===== src/rtl/adder_seq_ctrl.sv =====
// Two-requester, nibble-serial adder: round-robin grant in IDLE, one 4-bit slice
// per cycle in ADD, result held in DONE until the consumer takes it.
module adder_seq_ctrl #(
    parameter int NIBBLES = 4
) (
    input  logic                   clk,
    input  logic                   rst,

    input  logic                   req0_valid,
    output logic                   req0_ready,
    input  logic [4*NIBBLES-1:0]   req0_a,
    input  logic [4*NIBBLES-1:0]   req0_b,
    input  logic                   req0_cin,

    input  logic                   req1_valid,
    output logic                   req1_ready,
    input  logic [4*NIBBLES-1:0]   req1_a,
    input  logic [4*NIBBLES-1:0]   req1_b,
    input  logic                   req1_cin,

    output logic                   res_valid,
    input  logic                   res_ready,
    output logic [4*NIBBLES-1:0]   res_sum,
    output logic                   res_cout,
    output logic                   res_id,

    output logic                   busy
);

    localparam int W     = 4 * NIBBLES;
    localparam int IDX_W = (NIBBLES > 1) ? $clog2(NIBBLES) : 1;

    localparam logic [1:0] S_IDLE = 2'd0;
    localparam logic [1:0] S_ADD  = 2'd1;
    localparam logic [1:0] S_DONE = 2'd2;

    localparam logic [IDX_W-1:0] LAST_IDX = IDX_W'(NIBBLES - 1);

    logic [1:0]       state_q,  state_d;
    logic [W-1:0]     a_q,      a_d;
    logic [W-1:0]     b_q,      b_d;
    logic             carry_q,  carry_d;
    logic [IDX_W-1:0] idx_q,    idx_d;
    logic             id_q,     id_d;
    logic [W-1:0]     sum_q,    sum_d;
    logic             cout_q,   cout_d;
    logic             valid_q,  valid_d;
    logic             last_q,   last_d;

    // ------------------------------------------------------------------
    // Arbitration: the requester that was not served last wins a tie.
    // ------------------------------------------------------------------
    logic grant_any;
    logic grant_id;

    always_comb begin
        // NOTE: every signal driven here gets a default first, so no path leaves it unassigned and no latch is inferred.
        grant_any = 1'b0;
        grant_id  = 1'b0;
        if (!rst && state_q == S_IDLE) begin
            if (req0_valid && req1_valid) begin
                grant_any = 1'b1;
                grant_id  = ~last_q;
            end else if (req0_valid) begin
                grant_any = 1'b1;
                grant_id  = 1'b0;
            end else if (req1_valid) begin
                grant_any = 1'b1;
                grant_id  = 1'b1;
            end
        end
    end

    assign req0_ready = grant_any & ~grant_id;
    assign req1_ready = grant_any &  grant_id;

    // ------------------------------------------------------------------
    // Current nibble slice and its 5-bit sum.
    // ------------------------------------------------------------------
    logic [IDX_W+1:0] nib_shift;
    logic [3:0]       a_nib;
    logic [3:0]       b_nib;
    logic [4:0]       sum_nib;
    logic [W-1:0]     nib_mask;
    logic [W-1:0]     nib_value;

    always_comb begin
        nib_shift = {idx_q, 2'b00};
        a_nib     = 4'(a_q >> nib_shift);
        b_nib     = 4'(b_q >> nib_shift);
        sum_nib   = {1'b0, a_nib} + {1'b0, b_nib} + 5'(carry_q);
        nib_mask  = W'(4'hF) << nib_shift;
        nib_value = W'(sum_nib[3:0]) << nib_shift;
    end

    // ------------------------------------------------------------------
    // Next-state logic.
    // ------------------------------------------------------------------
    always_comb begin
        state_d = state_q;
        a_d     = a_q;
        b_d     = b_q;
        carry_d = carry_q;
        idx_d   = idx_q;
        id_d    = id_q;
        sum_d   = sum_q;
        cout_d  = cout_q;
        valid_d = valid_q;
        last_d  = last_q;

        case (state_q)
            S_IDLE: begin
                if (grant_any) begin
                    a_d     = grant_id ? req1_a   : req0_a;
                    b_d     = grant_id ? req1_b   : req0_b;
                    carry_d = grant_id ? req1_cin : req0_cin;
                    id_d    = grant_id;
                    idx_d   = '0;
                    sum_d   = '0;
                    cout_d  = 1'b0;
                    state_d = S_ADD;
                end
            end

            S_ADD: begin
                sum_d   = (sum_q & ~nib_mask) | nib_value;
                carry_d = sum_nib[4];
                if (idx_q == LAST_IDX) begin
                    cout_d  = sum_nib[4];
                    valid_d = 1'b1;
                    state_d = S_DONE;
                end else begin
                    idx_d = idx_q + 1'b1;
                end
            end

            S_DONE: begin
                // Handshake returns to IDLE; the next accept is one cycle later.
                if (res_ready) begin
                    last_d  = id_q;
                    valid_d = 1'b0;
                    state_d = S_IDLE;
                end
            end

            default: begin
                valid_d = 1'b0;
                state_d = S_IDLE;
            end
        endcase
    end

    // ------------------------------------------------------------------
    // State registers.
    // ------------------------------------------------------------------
    always_ff @(posedge clk or posedge rst) begin
        if (rst) begin
            state_q <= S_IDLE;
            a_q     <= '0;
            b_q     <= '0;
            carry_q <= 1'b0;
            idx_q   <= '0;
            id_q    <= 1'b0;
            sum_q   <= '0;
            cout_q  <= 1'b0;
            valid_q <= 1'b0;
            last_q  <= 1'b1;
        end else begin
            // NOTE: non-blocking assignments so every flop samples pre-edge values regardless of statement order.
            state_q <= state_d;
            a_q     <= a_d;
            b_q     <= b_d;
            carry_q <= carry_d;
            idx_q   <= idx_d;
            id_q    <= id_d;
            sum_q   <= sum_d;
            cout_q  <= cout_d;
            valid_q <= valid_d;
            last_q  <= last_d;
        end
    end

    assign res_valid = valid_q;
    assign res_sum   = sum_q;
    assign res_cout  = cout_q;
    assign res_id    = id_q;
    assign busy      = (state_q != S_IDLE);

    // ------------------------------------------------------------------
    // Protocol properties.
    // ------------------------------------------------------------------
    a_one_grant: assert property (@(posedge clk) disable iff (rst)
        !(req0_ready && req1_ready));

    a_hold_result: assert property (@(posedge clk) disable iff (rst)
        (res_valid && !res_ready) |=>
            (res_valid && $stable(res_sum) && $stable(res_cout) && $stable(res_id)));

endmodule

===== config.mk =====
export PLATFORM = sky130hd
export DESIGN_NAME = adder_seq_ctrl
export DESIGN_NICKNAME = d
export VERILOG_FILES = /design/src/rtl/adder_seq_ctrl.sv
export SDC_FILE = /design/constraint.sdc
export NUM_CORES = 1
export LEC_CHECK = 0
export CORE_ASPECT_RATIO = 1.2
export CORE_MARGIN = 2
export CORE_UTILIZATION = 28
export CTS_BUF_LIST = sky130_fd_sc_hd__clkbuf_4 sky130_fd_sc_hd__clkbuf_8 sky130_fd_sc_hd__clkbuf_16
export CTS_CLUSTER_DIAMETER = 150
export CTS_CLUSTER_SIZE = 25
export DETAILED_ROUTE_END_ITERATION = 7
export PLACE_DENSITY_LB_ADDON = 0.12
export SKIP_CTS_REPAIR_TIMING = 1
export SLEW_MARGIN = 10
export SYNTH_ARGS = -nofsm -noshare
export SYNTH_HDL_FRONTEND = slang
export SYNTH_SLANG_ARGS = --single-unit

===== constraint.sdc =====
create_clock -name clk -period 2.85 [get_ports clk]
set_input_delay 0.855 -clock clk [delete_from_list [all_inputs] [get_ports clk]]
set_output_delay 0.855 -clock clk [all_outputs]
set_load 0.01 [all_outputs]

==> results of run 1 <==
## cell families after synthesis
logic type,count (synthesis)
AOI/OAI and AO/OA,100
adders and majority gates,9
muxes,10
xor gates and xnor gates,2
DFF,57
buffers and inverters,19
and+or+nand+nor,25
## power groups by stage
stage / Sequential [mW] / Combinational (mW) / Clock [mW]
final: 1.44 / 2.64 / 1.07
after global routing: 1.49 / 2.91 / 1.13
after CTS: 1.45 / 2.69 / 1.09
after detailed placement: 1.45 / 2.66 / 0
after global placement: 1.46 / 2.66 / 0
after floorplan: 1.41 / 1.75 / 0
## flip-flops by register name, indices dropped and copies added, names as in the netlist
register   cells
res_cout       1
a_q           16
last_q         1
res_id         1
state_q        2
b_q           16
carry_q        1
res_sum       16
idx_q          2
res_valid      1
## cells in the mapped netlist (2+ instances only)
cell,count
dfrtp_1,56
a22o_1,48
a21o_1,38
nand2_1,9
buf_2,8
mux4_2,8
ha_1,7
o21ai_0,6
buf_6,5
nor3_1,4
buf_4,3
inv_1,3
nor2_1,3
fa_1,2
nand2b_1,2
nand3b_1,2
nor3_2,2
o21ai_1,2
## worst max-delay path, delay by kind of cell
family / cells / cell delay (ps)
AND/OR/NAND/NOR: 2 / 390
buffers and inverters: 2 / 1000
## worst max-delay path by stage
stage | end | cells after the start
3_5_place_dp | req1_ready | 4
4_1_cts | req1_ready | 4
6_report | req1_ready | 4
5_1_grt | req1_ready | 4
3_3_place_gp | req1_ready | 4
2_1_floorplan | res_cout$_DFFE_PP0P_ | 8
## cells in the final DEF, fill, tap and decap left out, drive strengths merged, types with 3 or more instances in the layout
| cell type | n |
|---|---|
| clkdlybuf4s50 | 91 |
| mux4 | 8 |
| inv | 3 |
| nor3 | 6 |
| clkbuf | 11 |
| nand2 | 9 |
| o21ai | 9 |
| ha | 7 |
| dfrtp | 56 |
| nor2 | 4 |
| a22o | 48 |
| buf | 14 |
| a21o | 38 |
## area by class of cell
class | count | area [um^2]
Clock buffer | 11 | 246
Clock inverter | 5 | 55.1
Fill cell | 952 | 5710
Inverter | 3 | 11.3
Multi-Input combinational cell | 146 | 1290
Sequential cell | 57 | 1430
Tap cell | 126 | 158
Timing Repair Buffer | 106 | 1050
## metal layers
layer | share of wire [%] | wire length [um] | vias up
li1 | - | - | 1055
met1 | 44 | 3300 | 1067
met2 | 50 | 3730 | 62
met3 | 4.3 | 321 | 9
met4 | 1.5 | 110 | 0
met5 | 0 | 0 | -
## per-stage QoR
step           utilization (%)  setup slack (ps)
6_report                  42.6              -258
5_1_grt                   42.6              -332
4_1_cts                   42.5              -304
3_5_place_dp              39.5              -289
3_3_place_gp              39.5              -284
2_1_floorplan                -               199
==> metrics, run 1 <==
Root Driver clkbuf_16; syn_nets slightly above 300; met2 usage 23.2%; final routed DRC violation total 0; hold slack final roughly 480 ps; Final Hold Vio Count 0; Fin Setup TNS -258 ps; hold_sp res_valid$_DFFE_PP0P_; Hold EP res_valid$_DFFE_PP0P_; DP Cell Count 438; number of synthesized flops with an enable pin 0; Worst IR Drop VDD around 0.68 mV; syn_area_per_cell between 10 and 15 um^2; DRT iter0 DRCs about 120; Final Total Pwr 5.15 mW; cell breakdown of the critical path clkdlybuf4s50_1 -> nor3_4 -> and2_4 -> clkdlybuf4s50_1; antenna cells 0; layout cells sized above 1 14.6%; Adder-Cell Fraction of Synth Area 4.50%; GPL Wtd Cong 0.701; Synth Area in XOR/XNOR 0.617%; die height 114 um; outcome finished with violations; Setup Crit Path Kind input port to output pin; Post-synth ARST share between 90% and 100%; clock share of power between 20% and 30%; NetSw between 1.5 and 2 mW; Lkg Pwr 2.02 nW; share of power burned in registers 28.0%; RR Endpoint carry_q$_DFFE_PP0P_; Global Route met3 Usage 3.03%; failing checks negative setup slack; CTS buffer count 9; cell taking the most area after synthesis dfrtp_1; final setup margin -258 ps; vias in the first global route 2252; largest net degree at the start of global routing 58; PortBufs 92; GR met1 Demand/Resource 18.9%; CTS sink cnt 57; DP Wirelength 5280 um; Final period util 109%; Max Freq 0.322 GHz; global route overflow 0; Longest Clk Path Bufs 2; initial antenna violation count 0; Post-Synth Simple-Gate Area just under 5%; Area Overhead vs Synth 49.6%; kind of end point of the critical path output pin; Initial Util between 20% and 30%; layout net count 403; Logic pwr share 51.3%; # setup viols final 1; Post-Syn Instances ~220; Final Slew Violations 0; Die ar. 11000 um^2; Worst Max-Slew Pin Slew 506 ps; Int Power 3.31 mW; RSZ-0062 raised after global routing yes; largest family of logic cells by synthesized area compound AO/OA/AOI/OAI gates; dpl cell area slightly below 4000 um^2; Design Area, Final between 4000 and 5000 um^2; slew margin rel. 66.0%; worst hold path depth 2; per-cell routed wire length 16.4 um; WL final 7460 um; register area share after synthesis 50.3%; row cnt 40; worst r2r src idx_q[0]$_DFFE_PP0P_; first-pass GRT wire length roughly 12000 um; GRT Util Overall 14.4%; worst reg-to-reg path cell count 7; core area 9960 um^2; Cell Area, Synth 2840 um^2; Worst-Skew Late Latency 320 ps; post-synthesis mux area share 7.10%; Final min period roughly 3100 ps; Slowest-stage cell, CP clkdlybuf4s50_1; Worst EP required 2000 ps; iteration count of the initial detailed-routing pass 4; I/O pins 93; synthesis-stage register bit count 57; Routed Antenna Nets 0; yosys warns 0; type of the most critical hold path flop to flop; share of the synthesized area in the top cell type 49.4%; Critical Path Most Common Cell clkdlybuf4s50_1; max-cap viol count 0; Main synth FF type dfrtp_1; Final Non-Filler Cells roughly 450; complex-gate fraction of the synthesized area 28.0%; r2r setup slk approximately 300 ps; Net Sw Frac 35.7%; clk_skew 5.56 ps; Avg Vias per Cell 4.83; CTS tree done; synth top area cells dfrtp_1, a22o_1, a21o_1; gr busiest metal met2; largest stage delay on the critical path around 540 ps; vias 2193; worst path arrival time 2250 ps; Worst Path Max Fanout 3; Unique masters post-synth 32; Pwr Density between 1000 and 1500 nW/um^2; crit path from rst; Worst-path clk slew approximately 50 ps; startpoint types input port; H-Tree Depth 3; Die Width 95.9 um
(Power assumes the default switching activity.)
==> inputs of run 2 (changes only) <==
--- a/config.mk
+++ b/config.mk
@@ -5,9 +5,10 @@
 export SDC_FILE = /design/constraint.sdc
 export NUM_CORES = 1
 export LEC_CHECK = 0
+export CAP_MARGIN = 20
 export CORE_ASPECT_RATIO = 1.2
 export CORE_MARGIN = 2
-export CORE_UTILIZATION = 28
+export CORE_UTILIZATION = 42
 export CTS_BUF_LIST = sky130_fd_sc_hd__clkbuf_4 sky130_fd_sc_hd__clkbuf_8 sky130_fd_sc_hd__clkbuf_16
 export CTS_CLUSTER_DIAMETER = 150
 export CTS_CLUSTER_SIZE = 25
@@ -18,3 +19,4 @@
 export SYNTH_ARGS = -nofsm -noshare
 export SYNTH_HDL_FRONTEND = slang
 export SYNTH_SLANG_ARGS = --single-unit
+export TNS_END_PERCENT = 50
==> metrics, run 2 (synthesis gave the netlist of run 1 again) <==
Die ar. roughly 7400 um^2; Fin Setup TNS -244 ps; Root Driver clkbuf_8; Final Hold Vio Count 0; die height 94.0 um; Area Overhead vs Synth 44.0%; vias in the first global route 2320; startpoint types input port; worst reg-to-reg path cell count 8; Lkg Pwr roughly 2.0 nW; worst path arrival time between 2000 and 2500 ps; Setup Crit Path Kind input port to output pin; RR Endpoint carry_q$_DFFE_PP0P_; Final period util 109%; largest net degree at the start of global routing 38; Avg Vias per Cell 5.43; Final min period a little over 3000 ps; Initial Util 43.8%; per-cell routed wire length 16.7 um; Die Width 79.0 um; DP Wirelength ~5000 um; type of the most critical hold path flop to flop; Worst Path Max Fanout 3; CTS tree done; row cnt 32; Pwr Density 1160 nW/um^2; vias 2244; max-cap viol count 0; crit path from req1_valid; CTS buffer count 9; first-pass GRT wire length 11400 um; r2r setup slk 320 ps; layout cells sized above 1 between 10% and 20%; I/O pins 93; Setup crit end req1_ready; global route overflow 0; GPL Wtd Cong 0.768; Fillers 553; final setup margin -244 ps; commonest non-fill, non-tap cell in the layout clkdlybuf4s50_1; H-Tree Depth 3; Max Freq 0.323 GHz; Final Total Pwr 4.73 mW; kind of end point of the critical path output pin; Critical Path Most Common Cell clkdlybuf4s50_1; RSZ-0062 raised after global routing yes; CTS sink cnt 57; WL final 6880 um; GRT Util Overall around 20%; Worst EP required 2000 ps; Worst IR Drop VDD roughly 0.56 mV; layout net count slightly above 400; Routed Antenna Nets 0; cell breakdown of the critical path clkdlybuf4s50_1 -> a21boi_2 -> and2_4 -> clkdlybuf4s50_1; commonest cells after routing, fill and taps aside clkdlybuf4s50_1, dfrtp_1, a22o_1, a21o_1, buf_4; Worst-Skew Late Latency 340 ps; initial antenna violation count 0; outcome finished with violations; largest stage delay on the critical path 560 ps; Slowest-stage cell, CP clkdlybuf4s50_1; DRT iter0 DRCs 93; # setup viols final 1; slew margin rel. 62.8%; Final Slew Violations 0; antenna cells 0; iteration count of the initial detailed-routing pass 6; failing checks negative setup slack; clk_skew 8.30 ps; worst r2r src idx_q[1]$_DFFE_PP0P_; Worst Max-Slew Pin Slew 558 ps; core area 6490 um^2; Longest Clk Path Bufs 2; Worst-path clk slew about 60 ps; final routed DRC violation total 0; PortBufs 92
## run 2: how the worst min path moves through the flow
| stage | from | endpoint | slack (ps) | cells past startpoint |
|---|---|---|---|---|
| after floorplan | res_valid$_DFFE_PP0P_ | res_valid$_DFFE_PP0P_ | 510 | 2 |
| after global placement | res_valid$_DFFE_PP0P_ | res_valid$_DFFE_PP0P_ | 460 | 2 |
| after detailed placement | res_valid$_DFFE_PP0P_ | res_valid$_DFFE_PP0P_ | 470 | 2 |
| after CTS | res_valid$_DFFE_PP0P_ | res_valid$_DFFE_PP0P_ | 480 | 2 |
| after global routing | res_sum[4]$_DFFE_PP0P_ | res_sum[4]$_DFFE_PP0P_ | 520 | 1 |
| final | res_valid$_DFFE_PP0P_ | res_valid$_DFFE_PP0P_ | 480 | 2 |
## run 2: per-stage QoR
stage,setup slack (ps),hold WS (ps),util (%),instances,cell area [um^2]
final,-244,481,63.0,413,4090
after global routing,-286,516,63.0,413,4090
after CTS,-322,482,63.0,413,4090
after detailed placement,-318,467,59.7,398,3870
after global placement,-294,460,59.7,398,3870
after floorplan,199,509,-,222,2840
## run 2: cell type report
cell class | instances | area (um^2) | share of cell area (%)
Sequential cell | 57 | 1430 | 34.9
Multi-Input combinational cell | 146 | 1280 | 31.3
Timing Repair Buffer | 107 | 1050 | 25.7
Clock buffer | 13 | 179 | 4.38
Tap cell | 85 | 106 | 2.60
Clock inverter | 2 | 35.0 | 0.857
Inverter | 3 | 11.3 | 0.275
## run 2: routing by layer
| metal | share of wire [%] | global-route usage [%] |
|---|---|---|
| met2 | 51 | 34.2 |
| met4 | 1.8 | 7.76 |
| met1 | 41 | 25.1 |
| met5 | 0 | 0 |
| met3 | 5.6 | 4.52 |
## run 2: critical path: cells and delay by family
kind            cells  cell delay, ps
buf+inv             2            1030
simple gates        1             180
compound gates      1             170
## run 2: report_power, final
part / total (mW) / switching, mW / internal [mW]
sequential: 1.43 / 0.231 / 1.20
combinational: 2.49 / 1.18 / 1.32
clock: 0.805 / 0.312 / 0.493
==> inputs of run 3 (changes only) <==
==> constraint.sdc (replaced) <==
create_clock -name clk -period 2.85 [get_ports clk]
set_input_delay 0.4275 -clock clk [delete_from_list [all_inputs] [get_ports clk]]
set_output_delay 0.4275 -clock clk [all_outputs]
set_load 0.01 [all_outputs]
==> metrics, run 3 (synthesis gave the netlist of run 1 again) <==
outcome complete, no violations; commonest non-fill, non-tap cell in the layout clkdlybuf4s50_1; Fin Setup TNS 0 ps; Routed Antenna Nets 0; GRT Util Overall 19.7%; worst path arrival time ~2700 ps; Worst-path clk slew around 70 ps; CTS tree done; kind of end point of the critical path flop; largest net degree at the start of global routing 38; Initial Util between 40% and 50%; global route overflow 0; Worst Path Max Fanout 13; Die Width 79.0 um; clk_skew 6.09 ps; Pwr Density 1170 nW/um^2; final routed DRC violation total 0; Final Slew Violations 0; Critical Path Most Common Cell fa_1; Lkg Pwr 1.93 nW; RSZ-0062 raised after global routing no; Final period util between 80% and 90%; Final min period 2500 ps; Slowest-stage cell, CP fa_1; type of the most critical hold path flop to flop; commonest cells after routing, fill and taps aside clkdlybuf4s50_1, dfrtp_1, a22o_1, a21o_1; Area Overhead vs Synth 41.8%; CTS buffer count 9; DP Wirelength just over 5000 um; PortBufs 92; WP buf/inv 1; I/O pins 93; cell breakdown of the critical path buf_4 -> mux4_2 -> fa_1 -> fa_1 -> a211oi_1 -> nor3_1 -> a31oi_1 -> o21ai_0; WL final 6790 um; max-cap viol count 0; Worst IR Drop VDD 0.545 mV; Longest Clk Path Bufs 2; Worst EP required 3050 ps; iteration count of the initial detailed-routing pass 4; Worst-Skew Late Latency 330 ps; layout cells sized above 1 12.8%; DRT iter0 DRCs 91; first-pass GRT wire length ~11000 um; largest stage delay on the critical path 420 ps; H-Tree Depth 3; Final Hold Vio Count 0; Max Freq 0.399 GHz; delay-heaviest family, CP adder cells; DP Cell Count 390; Worst Max-Slew Pin Slew 515 ps; Setup Crit Path Kind flop to flop; vias 2218; layout net count ~400; antenna cells 0; row cnt 32; CTS sink cnt 57; Root Driver clkbuf_8; slew margin rel. 65.6%; core area roughly 6500 um^2; per-cell routed wire length 16.7 um; Final Non-Filler Cells roughly 410; initial antenna violation count 0; die height between 90 and 100 um; Avg Vias per Cell 5.46; # setup viols final 0; Die ar. 7430 um^2; vias in the first global route 2277; GPL Wtd Cong 0.777; startpoint types flop; Final Total Pwr 4.70 mW
## run 3: cell types whose count changed in the layout (fill, tap and decap cells not counted), sizes merged
| cell | before | now |
|---|---|---|
| buf | 15 | 7 |
| clkdlybuf4s50 | 91 | 92 |
| bufinv | 1 | 2 |
| dlymetal6s2s | 1 | 0 |
| clkinv | 1 | 3 |
| clkinvlp | 0 | 1 |
| clkbuf | 13 | 10 |
## run 3: layout make-up
cell class / count / area, um^2
sequential: 57 / 1430
clock buffer: 10 / 131
inverter: 3 / 11.3
multi-input combinational: 146 / 1280
fill: 572 / 2460
clock inverter: 6 / 82.6
timing repair buffer: 99 / 986
tap: 85 / 106
## run 3: per-layer routing
metal  wire length (um)  global-route usage [%]
met1               2770                    23.8
met2               3540                    34.4
met3                324                    3.27
met4                150                    8.76
met5                  0                       0
## run 3: worst paths after layout
kind                                       start                    end  slack (ps)  depth (start not counted)
setup / recovery            idx_q[1]$_DFFE_PP0P_    carry_q$_DFFE_PP0P_         350                          8
setup reg to reg            idx_q[1]$_DFFE_PP0P_    carry_q$_DFFE_PP0P_         350                          8
hold / removal             res_valid$_DFFE_PP0P_  res_valid$_DFFE_PP0P_         490                          2
max in group asynchronous                    rst     last_q$_DFFE_PP1P_        1710                          3
hold reg to reg            res_valid$_DFFE_PP0P_  res_valid$_DFFE_PP0P_         490                          2
min in group asynchronous                    rst  res_valid$_DFFE_PP0P_         530                          2
## run 3: per-stage QoR
| stage | hold slack (ps) | util [%] | instance area [um^2] | setup slack, ps |
|---|---|---|---|---|
| after floorplan | 509 | - | 2840 | 199 |
| after global placement | 462 | 58.8 | 3810 | 369 |
| after detailed placement | 487 | 58.8 | 3810 | 322 |
| after CTS | 503 | 62.1 | 4030 | 334 |
| after global routing | 519 | 62.1 | 4030 | 149 |
| final | 488 | 62.1 | 4030 | 345 |
## run 3: where the power goes
| group | internal (mW) | switching (mW) |
|---|---|---|
| clock | 0.497 | 0.316 |
| combinational | 1.30 | 1.14 |
| sequential | 1.20 | 0.253 |
| total | 2.99 | 1.71 |
## run 3: worst reg2reg max path: stages (launching register included)
cell      delay, ps
dfrtp_1         370
buf_4           220
mux4_2          350
fa_1            420
fa_1            420
a211oi_1        250
nor3_1           90
a31oi_1         160
o21ai_0         100
